**src/rtl/sdspi_arb_pkg.sv**
```systemverilog
// Shared types and constants for the SD-card SPI bus arbiter.
package sdspi_arb_pkg;

  typedef enum logic [1:0] {
    IDLE  = 2'd0,
    OWN_A = 2'd1,
    OWN_U = 2'd2,
    GUARD = 2'd3
  } arb_state_t;

  localparam logic OWNER_A = 1'b0;
  localparam logic OWNER_U = 1'b1;

  // Levels the SD card sees whenever nobody owns the bus
  localparam logic IDLE_CS   = 1'b1;
  localparam logic IDLE_SCLK = 1'b0;
  localparam logic IDLE_MOSI = 1'b1;

endpackage

```
**src/rtl/sdspi_bus_arbiter_if.sv**
```systemverilog
// Requester/arbiter bundle: level requests, per-requester SPI drive, grants and the muxed SPI bus.
interface sdspi_bus_arbiter_if;

  logic req_a;
  logic req_u;
  logic cs_a;
  logic sclk_a;
  logic mosi_a;
  logic cs_u;
  logic sclk_u;
  logic mosi_u;
  logic grant_a;
  logic grant_u;
  logic cs;
  logic sclk;
  logic mosi;
  logic bus_sel;

  // master = requester side, slave = arbiter side
  modport master (
    output req_a, req_u, cs_a, sclk_a, mosi_a, cs_u, sclk_u, mosi_u,
    input  grant_a, grant_u, cs, sclk, mosi, bus_sel
  );

  modport slave (
    input  req_a, req_u, cs_a, sclk_a, mosi_a, cs_u, sclk_u, mosi_u,
    output grant_a, grant_u, cs, sclk, mosi, bus_sel
  );

endinterface

```
**src/rtl/sdspi_arb_timer.sv**
```systemverilog
// Loadable down-counter; term flags the last counted cycle (count == 1).
module sdspi_arb_timer #(
  parameter int W = 8
) (
  input  logic         clk,
  input  logic         rst,
  input  logic         load,
  input  logic [W-1:0] load_val,
  input  logic         dec,
  output logic         term
);

  logic [W-1:0] count;

  always_ff @(posedge clk) begin
    if (!rst) begin
      count <= '0;
    end else if (load) begin
      count <= load_val;
    end else if (dec && (count != '0)) begin
      count <= count - 1'b1;
    end
  end

  assign term = (count == W'(1));

endmodule

```
**src/rtl/sdspi_bus_arbiter.sv**
```systemverilog
// Two-requester SD-card SPI bus arbiter with round-robin, guard gap and optional
// ownership timeout (enabled by defining SDSPI_ARB_TIMEOUT_EN).
module sdspi_bus_arbiter
  import sdspi_arb_pkg::*;
#(
  parameter int GUARD_CYCLES = 16,
  parameter int TIMEOUT_W    = 32
) (
  input  logic                 clk,
  input  logic                 rst,
  sdspi_bus_arbiter_if.slave   bus,
  input  logic [TIMEOUT_W-1:0] timeout_cycles,
  output logic                 timeout_err,
  output logic                 timeout_sticky
);

  arb_state_t state;
  logic       grant_a_q;
  logic       grant_u_q;
  logic       bus_sel_q;
  logic       last_owner;
  logic       eff_req_a;
  logic       eff_req_u;
  logic       revoke;
  logic       guard_load;
  logic       guard_term;

`ifdef SDSPI_ARB_TIMEOUT_EN
  logic [TIMEOUT_W-1:0] to_cnt;
  logic                 owning;
  logic                 blocked_a;
  logic                 blocked_u;
  logic                 err_q;
  logic                 sticky_q;

  assign owning = (state == OWN_A) || (state == OWN_U);

  // to_cnt + 1 is the number of cycles owned including the current one
  assign revoke = owning && (timeout_cycles != '0) &&
                  ((to_cnt + TIMEOUT_W'(1)) == timeout_cycles) &&
                  ((state == OWN_A) ? bus.req_a : bus.req_u);

  always_ff @(posedge clk) begin
    if (!rst) begin
      to_cnt    <= '0;
      blocked_a <= 1'b0;
      blocked_u <= 1'b0;
      err_q     <= 1'b0;
      sticky_q  <= 1'b0;
    end else begin
      to_cnt <= owning ? to_cnt + TIMEOUT_W'(1) : '0;
      err_q  <= revoke;
      if (revoke) sticky_q <= 1'b1;
      if (revoke && (state == OWN_A)) blocked_a <= 1'b1;
      else if (!bus.req_a)            blocked_a <= 1'b0;
      if (revoke && (state == OWN_U)) blocked_u <= 1'b1;
      else if (!bus.req_u)            blocked_u <= 1'b0;
    end
  end

  assign eff_req_a      = bus.req_a && !blocked_a;
  assign eff_req_u      = bus.req_u && !blocked_u;
  assign timeout_err    = err_q;
  assign timeout_sticky = sticky_q;
`else
  logic unused_timeout;

  assign unused_timeout = ^timeout_cycles;
  assign revoke         = 1'b0;
  assign eff_req_a      = bus.req_a;
  assign eff_req_u      = bus.req_u;
  assign timeout_err    = 1'b0;
  assign timeout_sticky = 1'b0;
`endif

  assign guard_load = ((state == OWN_A) && (!bus.req_a || revoke)) ||
                      ((state == OWN_U) && (!bus.req_u || revoke));

  sdspi_arb_timer #(.W(8)) u_guard_timer (
    .clk      (clk),
    .rst      (rst),
    .load     (guard_load),
    .load_val (8'(GUARD_CYCLES)),
    .dec      (state == GUARD),
    .term     (guard_term)
  );

  // last_owner resets to U so the first contended arbitration goes to A
  always_ff @(posedge clk) begin
    if (!rst) begin
      state      <= IDLE;
      grant_a_q  <= 1'b0;
      grant_u_q  <= 1'b0;
      bus_sel_q  <= OWNER_A;
      last_owner <= OWNER_U;
    end else begin
      case (state)
        IDLE: begin
          if (eff_req_a && (!eff_req_u || (last_owner == OWNER_U))) begin
            state      <= OWN_A;
            grant_a_q  <= 1'b1;
            bus_sel_q  <= OWNER_A;
            last_owner <= OWNER_A;
          end else if (eff_req_u) begin
            state      <= OWN_U;
            grant_u_q  <= 1'b1;
            bus_sel_q  <= OWNER_U;
            last_owner <= OWNER_U;
          end
        end
        OWN_A: begin
          if (guard_load) begin
            state     <= GUARD;
            grant_a_q <= 1'b0;
          end
        end
        OWN_U: begin
          if (guard_load) begin
            state     <= GUARD;
            grant_u_q <= 1'b0;
          end
        end
        GUARD: begin
          if (guard_term) state <= IDLE;
        end
        default: begin
          state     <= IDLE;
          grant_a_q <= 1'b0;
          grant_u_q <= 1'b0;
        end
      endcase
    end
  end

  assign bus.grant_a = grant_a_q;
  assign bus.grant_u = grant_u_q;
  assign bus.bus_sel = bus_sel_q;
  assign bus.cs      = grant_a_q ? bus.cs_a   : (grant_u_q ? bus.cs_u   : IDLE_CS);
  assign bus.sclk    = grant_a_q ? bus.sclk_a : (grant_u_q ? bus.sclk_u : IDLE_SCLK);
  assign bus.mosi    = grant_a_q ? bus.mosi_a : (grant_u_q ? bus.mosi_u : IDLE_MOSI);

endmodule

```
**src/flat_wrapper.sv**
```systemverilog
// flat-port wrapper written by rule: the top's interface ports become plain ports
module sdspi_bus_arbiter_flat import sdspi_arb_pkg::*;
#(
  parameter int GUARD_CYCLES = 16,
  parameter int TIMEOUT_W    = 32
)
  (clk, rst, timeout_cycles, timeout_err, timeout_sticky, bus_req_a, bus_req_u, bus_cs_a, bus_sclk_a, bus_mosi_a, bus_cs_u, bus_sclk_u, bus_mosi_u, bus_grant_a, bus_grant_u, bus_cs, bus_sclk, bus_mosi, bus_bus_sel);
  sdspi_bus_arbiter_if bus_i ();
  input  logic clk;
  input  logic rst;
  input  logic [TIMEOUT_W-1:0] timeout_cycles;
  output logic timeout_err;
  output logic timeout_sticky;
  input wire logic [$bits(bus_i.req_a)-1:0] bus_req_a;
  input wire logic [$bits(bus_i.req_u)-1:0] bus_req_u;
  input wire logic [$bits(bus_i.cs_a)-1:0] bus_cs_a;
  input wire logic [$bits(bus_i.sclk_a)-1:0] bus_sclk_a;
  input wire logic [$bits(bus_i.mosi_a)-1:0] bus_mosi_a;
  input wire logic [$bits(bus_i.cs_u)-1:0] bus_cs_u;
  input wire logic [$bits(bus_i.sclk_u)-1:0] bus_sclk_u;
  input wire logic [$bits(bus_i.mosi_u)-1:0] bus_mosi_u;
  output wire logic [$bits(bus_i.grant_a)-1:0] bus_grant_a;
  output wire logic [$bits(bus_i.grant_u)-1:0] bus_grant_u;
  output wire logic [$bits(bus_i.cs)-1:0] bus_cs;
  output wire logic [$bits(bus_i.sclk)-1:0] bus_sclk;
  output wire logic [$bits(bus_i.mosi)-1:0] bus_mosi;
  output wire logic [$bits(bus_i.bus_sel)-1:0] bus_bus_sel;
  assign bus_i.req_a = bus_req_a;
  assign bus_i.req_u = bus_req_u;
  assign bus_i.cs_a = bus_cs_a;
  assign bus_i.sclk_a = bus_sclk_a;
  assign bus_i.mosi_a = bus_mosi_a;
  assign bus_i.cs_u = bus_cs_u;
  assign bus_i.sclk_u = bus_sclk_u;
  assign bus_i.mosi_u = bus_mosi_u;
  assign bus_grant_a = bus_i.grant_a;
  assign bus_grant_u = bus_i.grant_u;
  assign bus_cs = bus_i.cs;
  assign bus_sclk = bus_i.sclk;
  assign bus_mosi = bus_i.mosi;
  assign bus_bus_sel = bus_i.bus_sel;
  sdspi_bus_arbiter #(.GUARD_CYCLES(GUARD_CYCLES), .TIMEOUT_W(TIMEOUT_W)) u_core (.clk(clk), .rst(rst), .bus(bus_i), .timeout_cycles(timeout_cycles), .timeout_err(timeout_err), .timeout_sticky(timeout_sticky));
endmodule
```
**config.mk**
```make
export PLATFORM = sky130hd
export DESIGN_NAME = sdspi_bus_arbiter_flat
export DESIGN_NICKNAME = d
export VERILOG_FILES = /design/src/rtl/sdspi_arb_pkg.sv /design/src/rtl/sdspi_bus_arbiter_if.sv /design/src/rtl/sdspi_arb_timer.sv /design/src/rtl/sdspi_bus_arbiter.sv /design/src/flat_wrapper.sv
export SDC_FILE = /design/constraint.sdc
export NUM_CORES = 1
export LEC_CHECK = 0
export CORE_MARGIN = 5
export CORE_UTILIZATION = 35
export DETAILED_ROUTE_END_ITERATION = 6
export PLACE_DENSITY = 0.75
export SYNTH_ARGS = -nofsm -noshare
export SYNTH_HDL_FRONTEND = slang
export SYNTH_SLANG_ARGS = --single-unit
```
**constraint.sdc**
```tcl
create_clock -name clk -period 3.7 [get_ports clk]
set_input_delay 0.74 -clock clk [delete_from_list [all_inputs] [get_ports clk]]
set_output_delay 0.74 -clock clk [all_outputs]
set_load 0.02 [all_outputs]
```
==> results of run 1 <==
metrics by stage:
step                      utilization [%]  hold slack, ps  setup WS (ps)  power (µW)
after floorplan                         -           461.6           1713       391.4
after CTS                           44.50           510.7          892.6       600.7
final                               44.50           503.8          918.6       592.3
after global routing                44.50           533.8          843.8       638.5
after global placement              42.99           484.9          972.7       473.1
after detailed placement            42.99           489.8          892.1       487.5
cell families (layout without fill, tap and decap cells):
family	Yosys count	after routing	share of synthesized area, %
DFF	14	14	32.46
muxes	3	3	3.623
other	1	2	0.4344
adders and majority gates	8	8	11.59
buffers and inverters	14	30	6.956
and+or+nand+nor	37	37	22.75
AOI/OAI and AO/OA	27	27	19.13
xor gates and xnor gates	3	3	3.044
flip-flops by register name (all words and copies together) (netlist names):
register,cells
u_core.bus.bus_sel,1
u_core.bus.grant_u,1
u_core.u_guard_timer.count,8
u_core.last_owner,1
u_core.bus.grant_a,1
u_core.state,2
area by class of cell:
class,instances,area [µm²]
Sequential cell,14,280.3
Tap cell,30,37.54
Clock buffer,4,36.28
Fill cell,236,1338
Timing Repair Buffer,15,150.1
Multi-Input combinational cell,80,526.8
Inverter,11,41.29
layout by cell type (no fill, tap or decap), drive strengths merged, types with 2 or more instances in the layout:
cell type,instances
clkbuf,4
nand3,2
xor2,2
dfxtp,14
ha,8
conb,2
nor2,10
or4,3
mux2i,2
or3,2
clkdlybuf4s50,15
inv,11
o21ai,7
o211ai,4
a21oi,9
nand2b,3
nand2,10
routing by layer:
| layer | up-vias | GRT usage [%] |
|---|---|---|
| li1 | 400 | - |
| met1 | 358 | 11.83 |
| met2 | 21 | 20.52 |
| met3 | 4 | 4.104 |
| met4 | 0 | 4.114 |
| met5 | - | 0 |
path summary, 6_finish.rpt:
kind	start	endpoint	slack, ps	cells after the start
min	u_core.bus.bus_sel	u_core.bus.bus_sel	500	2
max	bus_sclk_u	bus_sclk	920	4
min reg2reg	u_core.bus.bus_sel	u_core.bus.bus_sel	500	2
max reg2reg	u_core.u_guard_timer.count[4]	u_core.state[0]	1670	4
worst register-to-register path, stage by stage, from the launching register on:
cell and delay (ps):
sky130_fd_sc_hd__dfxtp_1 380, sky130_fd_sc_hd__or4_4 550, sky130_fd_sc_hd__or4b_1 510, sky130_fd_sc_hd__a221o_1 360
sky130_fd_sc_hd__mux2i_1 130
power groups by stage:
stage	logic (µW)	registers, µW	clock network (µW)
finish	270	211	111
global route	297	219	123
CTS	273	211	117
detailed placement	273	215	0
global placement	261	212	0
floorplan	171	221	0
==> flow_summary.json, run 1 <==
{
  "n_antenna_cell": 0,
  "setup_violations": 0,
  "start_to_end_type_of_the_worst_setup_path": "in -> out",
  "io-pin-count": 50,
  "crit_slowest_cell": "sky130_fd_sc_hd__clkdlybuf4s50_1",
  "cts_resized": 0,
  "synth-seq-cells": 14,
  "flow.area_growth_from_synthesis_pct": 24.20,
  "final_layout_size_suffix_gt1_share_pct": 5.645,
  "initial_antenna_violation_count": 0,
  "seq_power_share_pct": 35.7,
  "routed_wire_length_per_instance_um": 12.24,
  "vdd_drop_max_mv": 0.3211,
  "switching_share_of_total_power_pct": 37.63,
  "run_status": "finished clean",
  "p_per_area_nw_per_um2": 552.4,
  "synth-main-ff-cell": "sky130_fd_sc_hd__dfxtp_1",
  "critical_path_buf_inv_count": 3,
  "timing.critical_path.cells": "clkdlybuf4s50_1, inv_1, o21ai_0, clkdlybuf4s50_1",
  "grt_max_degree": 9,
  "topRoutingLayerUsed": "met4",
  "die_width_um": 59.67,
  "timing.final.hold_violations": 0,
  "synth.top_cells.by_area": "sky130_fd_sc_hd__dfxtp_1 32%, sky130_fd_sc_hd__ha_1 12%, sky130_fd_sc_hd__a21oi_1 5.2%",
  "synth_top_area_share_pct": 32.46,
  "final_net_count": 175,
  "synth-edff-count": 0,
  "cellInternalPower_uw": 369.4,
  "cts.path.max_buffers": 2,
  "worstPathMaxFanout": 1,
  "syn-cell-area_um2": 863.3,
  "worstSkewPairLatency_ps": 280,
  "port_buffers": 15,
  "holdCritPathClass": "reg -> reg",
  "fin_crit_ps": 2781,
  "h_tree_depth_reported_by_cts": 1,
  "wirelength_met1_um": 785,
  "timing_max_transition_violations_final": 0,
  "fmax_mhz": 359.5,
  "area_of_the_die_um2": 3560,
  "cts_sinks": 14,
  "max_cap_viol_count": 0,
  "post-cts-setup-buffers": 0,
  "numCtsBuffers": 3,
  "synthMostInstantiatedCell": "sky130_fd_sc_hd__dfxtp_1",
  "cp.arrival_ps": 2040,
  "placement.cell_area_um2": 1036,
  "yosysWarningCount": 0,
  "yosysUniqueCellTypes": 34,
  "grt.total_usage_pct": 11.33,
  "first_iter_violations": 14,
  "core_footprint_um2": 2410,
  "critical_path.endpoint_type": "primary output",
  "layout_worst_path_cycle_share_pct": 75.17,
  "power.share.combinational_pct": 45.6,
  "crit_path_max_incr_delay_ps": 640,
  "num_vias": 783,
  "crit_required_ps": 2960,
  "p_sw_uw": 222.9,
  "synthesis.instances": 107,
  "detailroute.wirelength.met2_um": 938,
  "clockPowerShare_pct": 18.7,
  "drt_drc_violations_left": 0,
  "dp_cells": 150,
  "clk_transition_reported_paths_ps": 90,
  "final_cell_area_um2": 1072,
  "grt_first_pass_wirelength_um": 3091,
  "synthArstFlopShare_pct": 0,
  "post_drt_via_cell_ratio": 5.084,
  "dr.pass1.iters": 4,
  "global_placement_routability_congestion": 0.8749,
  "grt_setup_unrepaired": "false",
  "timing.clock.skew_ps": 5.019,
  "grt_pass1_vias": 735,
  "totalNegativeSetupSlack_ps": 0,
  "cts_hold_buffers": 0,
  "syn-mean-instance-area_um2": 8.068,
  "initial_core_util_pct": 35.83,
  "detail-route-antenna-nets": 0,
  "synthTopCellsByCount": "14 x sky130_fd_sc_hd__dfxtp_1, 11 x sky130_fd_sc_hd__inv_1, 10 x sky130_fd_sc_hd__nand2_1, 10 x sky130_fd_sc_hd__nor2_1, 9 x sky130_fd_sc_hd__a21oi_1",
  "critPathLaunchType": "input pin",
  "core.rowCount": 18,
  "critical-path-top-cell-by-count": "sky130_fd_sc_hd__clkdlybuf4s50_1",
  "routed_wl_um": 1885,
  "grt_overflow_total": 0,
  "power.static_leakage_uw": 0.0004387,
  "yosysTopAreaCell": "sky130_fd_sc_hd__dfxtp_1",
  "wl_met3_um": 142,
  "tritoncts_clock_tree": "yes",
  "final_cell_count_no_fill": 154,
  "detailed_place_hpwl_um": 1473,
  "ys_seq_area_share_pct": 32.46,
  "cpLargestDelayFamily": "buffers and inverters",
  "chipHeight_um": 59.67,
  "clk_root_buffer_cell": "sky130_fd_sc_hd__clkbuf_4"
}
Power figures use the tool's default switching activity.
==> run 2: changes to the inputs <==
- clock period: 3.7 -> 2.75 ns (I/O delays scaled with it)
==> results of run 2 <==
Same layout as run 1 (identical final DEF). Status: finished clean.
Main changes from that run: setup slack after placement 892.1 ps -> 322.1 ps; setup slack after layout 918.6 ps -> 348.6 ps; register-to-register setup slack 1670 ps -> 720 ps; total power 592.3 µW -> 796.9 µW; worst IR drop on VDD 0.3211 mV -> 0.4320 mV
==> run 3: changes to the inputs <==
- REMOVE_ABC_BUFFERS: unset -> 1
==> flow_summary.json, run 3 (synthesized netlist as in run 1, its figures left out) <==
{
  "run_status": "finished clean",
  "final_cell_mix": "15 x sky130_fd_sc_hd__clkdlybuf4s50_1, 14 x sky130_fd_sc_hd__dfxtp_1, 11 x sky130_fd_sc_hd__inv_1, 10 x sky130_fd_sc_hd__nor2_1, 10 x sky130_fd_sc_hd__nand2_1",
  "h_tree_depth_reported_by_cts": 1,
  "r2r-start": "u_core.u_guard_timer.count[4]",
  "clk_transition_reported_paths_ps": 90,
  "drt_drc_violations_left": 0,
  "cpLargestDelayFamily": "buffers and inverters",
  "routed_wl_um": 1853,
  "grt_pass1_vias": 769,
  "crit_slowest_cell": "sky130_fd_sc_hd__clkdlybuf4s50_1",
  "crit_path_max_incr_delay_ps": 620,
  "end_point_of_the_critical_path": "bus_sclk",
  "cts_resized": 0,
  "chipHeight_um": 59.67,
  "grt.total_usage_pct": 11.22,
  "num_vias": 785,
  "biggestRegsByFlops": "u_core.u_guard_timer.count: 8 flops, u_core.state: 2 flops",
  "grt_max_degree": 9,
  "crit_path_start": "bus_sclk_u",
  "critPathLaunchType": "input pin",
  "grt_overflow_total": 0,
  "detailed_place_hpwl_um": 1433,
  "cts_hold_buffers": 0,
  "layout_commonest_cell": "sky130_fd_sc_hd__clkdlybuf4s50_1",
  "final_layout_size_suffix_gt1_share_pct": 4.878,
  "die_width_um": 59.67,
  "timing.final.hold_violations": 0,
  "number_of_flip_flops_in_the_largest_register": 8,
  "post_drt_via_cell_ratio": 5.131,
  "p_per_area_nw_per_um2": 725.6,
  "start_to_end_type_of_the_worst_setup_path": "in -> out",
  "ff_latch_area_um2": 280.3,
  "p_sw_uw": 300.0,
  "n_fill_cell": 248,
  "cp.arrival_ps": 1810,
  "grt_setup_unrepaired": "false",
  "postLayoutCoreUtil_pct": 43.93,
  "final_net_count": 175,
  "flow.area_growth_from_synthesis_pct": 22.61,
  "layout_worst_path_cycle_share_pct": 85.97,
  "tritoncts_clock_tree": "yes",
  "clockPowerShare_pct": 15.8,
  "dr.pass1.iters": 4,
  "timing.critical_path.cells": "clkdlybuf4s50_1, inv_1, o21ai_0, clkdlybuf4s50_1",
  "fin_crit_ps": 2364,
  "global_placement_routability_congestion": 0.7973,
  "core_footprint_um2": 2410,
  "totalNegativeSetupSlack_ps": 0,
  "worstReg2RegEnd": "u_core.state[0]",
  "io-pin-count": 50,
  "cellInternalPower_uw": 468.0,
  "worstSkewPairLatency_ps": 290,
  "switching_share_of_total_power_pct": 39.06,
  "n_antenna_cell": 0,
  "crit_required_ps": 2200,
  "numCtsBuffers": 3,
  "crit_cells": 4,
  "initial_antenna_violation_count": 0,
  "fmax_mhz": 423.0,
  "worstPathMaxFanout": 1,
  "post-cts-setup-buffers": 0,
  "seq_power_share_pct": 37.0,
  "routed_wire_length_per_instance_um": 12.11,
  "grt_first_pass_wirelength_um": 3070,
  "vdd_drop_max_mv": 0.3024,
  "footprint_of_the_multi_input_gates_um2": 526.8,
  "cts.path.max_buffers": 2,
  "cts_sinks": 14,
  "area_of_the_die_um2": 3560,
  "worst_r2r_path_depth": 4,
  "initial_core_util_pct": 35.83,
  "detail-route-antenna-nets": 0,
  "timing_max_transition_violations_final": 0,
  "critical_path.endpoint_type": "primary output",
  "critical-path-top-cell-by-count": "sky130_fd_sc_hd__clkdlybuf4s50_1",
  "power.static_leakage_uw": 0.0004315,
  "registers.top_by_ff_count": "u_core.u_guard_timer.count",
  "port_buffers": 15,
  "critical_path_buf_inv_count": 3,
  "setup_violations": 0,
  "clk_root_buffer_cell": "sky130_fd_sc_hd__clkbuf_4",
  "max_cap_viol_count": 0,
  "core.rowCount": 18,
  "holdCritPathClass": "reg -> reg",
  "setup.reg_to_reg.worst_slack_ps": 740,
  "first_iter_violations": 26,
  "power.share.combinational_pct": 47.3,
  "timing.clock.skew_ps": 5.367
}
[run 3: final cells by class]
class / count / area share, %
inverters: 11 / 3.901
flip-flops and latches: 14 / 26.48
repair buffers: 15 / 14.18
clock buffers: 3 / 2.128
multi-input cells: 80 / 49.76
well taps: 30 / 3.546
[run 3: worst min-delay path by stage]
| stage | from | end | cells after the start | slack, ps |
|---|---|---|---|---|
| detailed placement | u_core.bus.bus_sel | u_core.bus.bus_sel | 2 | 480 |
| floorplan | u_core.u_guard_timer.count[7] | u_core.u_guard_timer.count[7] | 2 | 460 |
| global placement | u_core.bus.bus_sel | u_core.bus.bus_sel | 2 | 480 |
| global route | u_core.state[1] | u_core.state[1] | 2 | 550 |
| finish | u_core.bus.bus_sel | u_core.bus.bus_sel | 2 | 500 |
| CTS | u_core.bus.bus_sel | u_core.bus.bus_sel | 2 | 510 |
[run 3: stage by stage]
stage	instances	hold slack [ps]	setup WS, ps	area [µm²]	total power (µW)
after floorplan	105	461.6	835.3	848.3	523.1
after global placement	150	475.7	405.8	1036	635.7
after detailed placement	150	480.0	379.4	1036	651.3
after CTS	153	506.0	374.8	1059	773.0
after global routing	153	552.3	306.7	1059	827.6
final	153	498.7	385.8	1059	768.1
[run 3: routing by layer]
metal  up-vias  GRT usage, %  part of all wire, %
met5         -             0                    0
li1        397             -                    -
met2        17         20.83                   47
met4         0         5.380                  2.0
met1       366         10.99                   43
met3         5         3.672                  7.7
[run 3: worst reg2reg max path, cell delays in order (launching register included)]
cell                      delay [ps]
sky130_fd_sc_hd__dfxtp_1         370
sky130_fd_sc_hd__or4_4           540
sky130_fd_sc_hd__or4b_1          500
sky130_fd_sc_hd__a221o_1         350
sky130_fd_sc_hd__mux2i_1         130
[run 3: power by group through the flow]
stage,Sequential (µW),Combinational [µW],Clock [µW]
floorplan,297,226,0
global placement,285,350,0
detailed placement,288,364,0
CTS,284,365,124
global route,290,408,130
finish,284,363,121
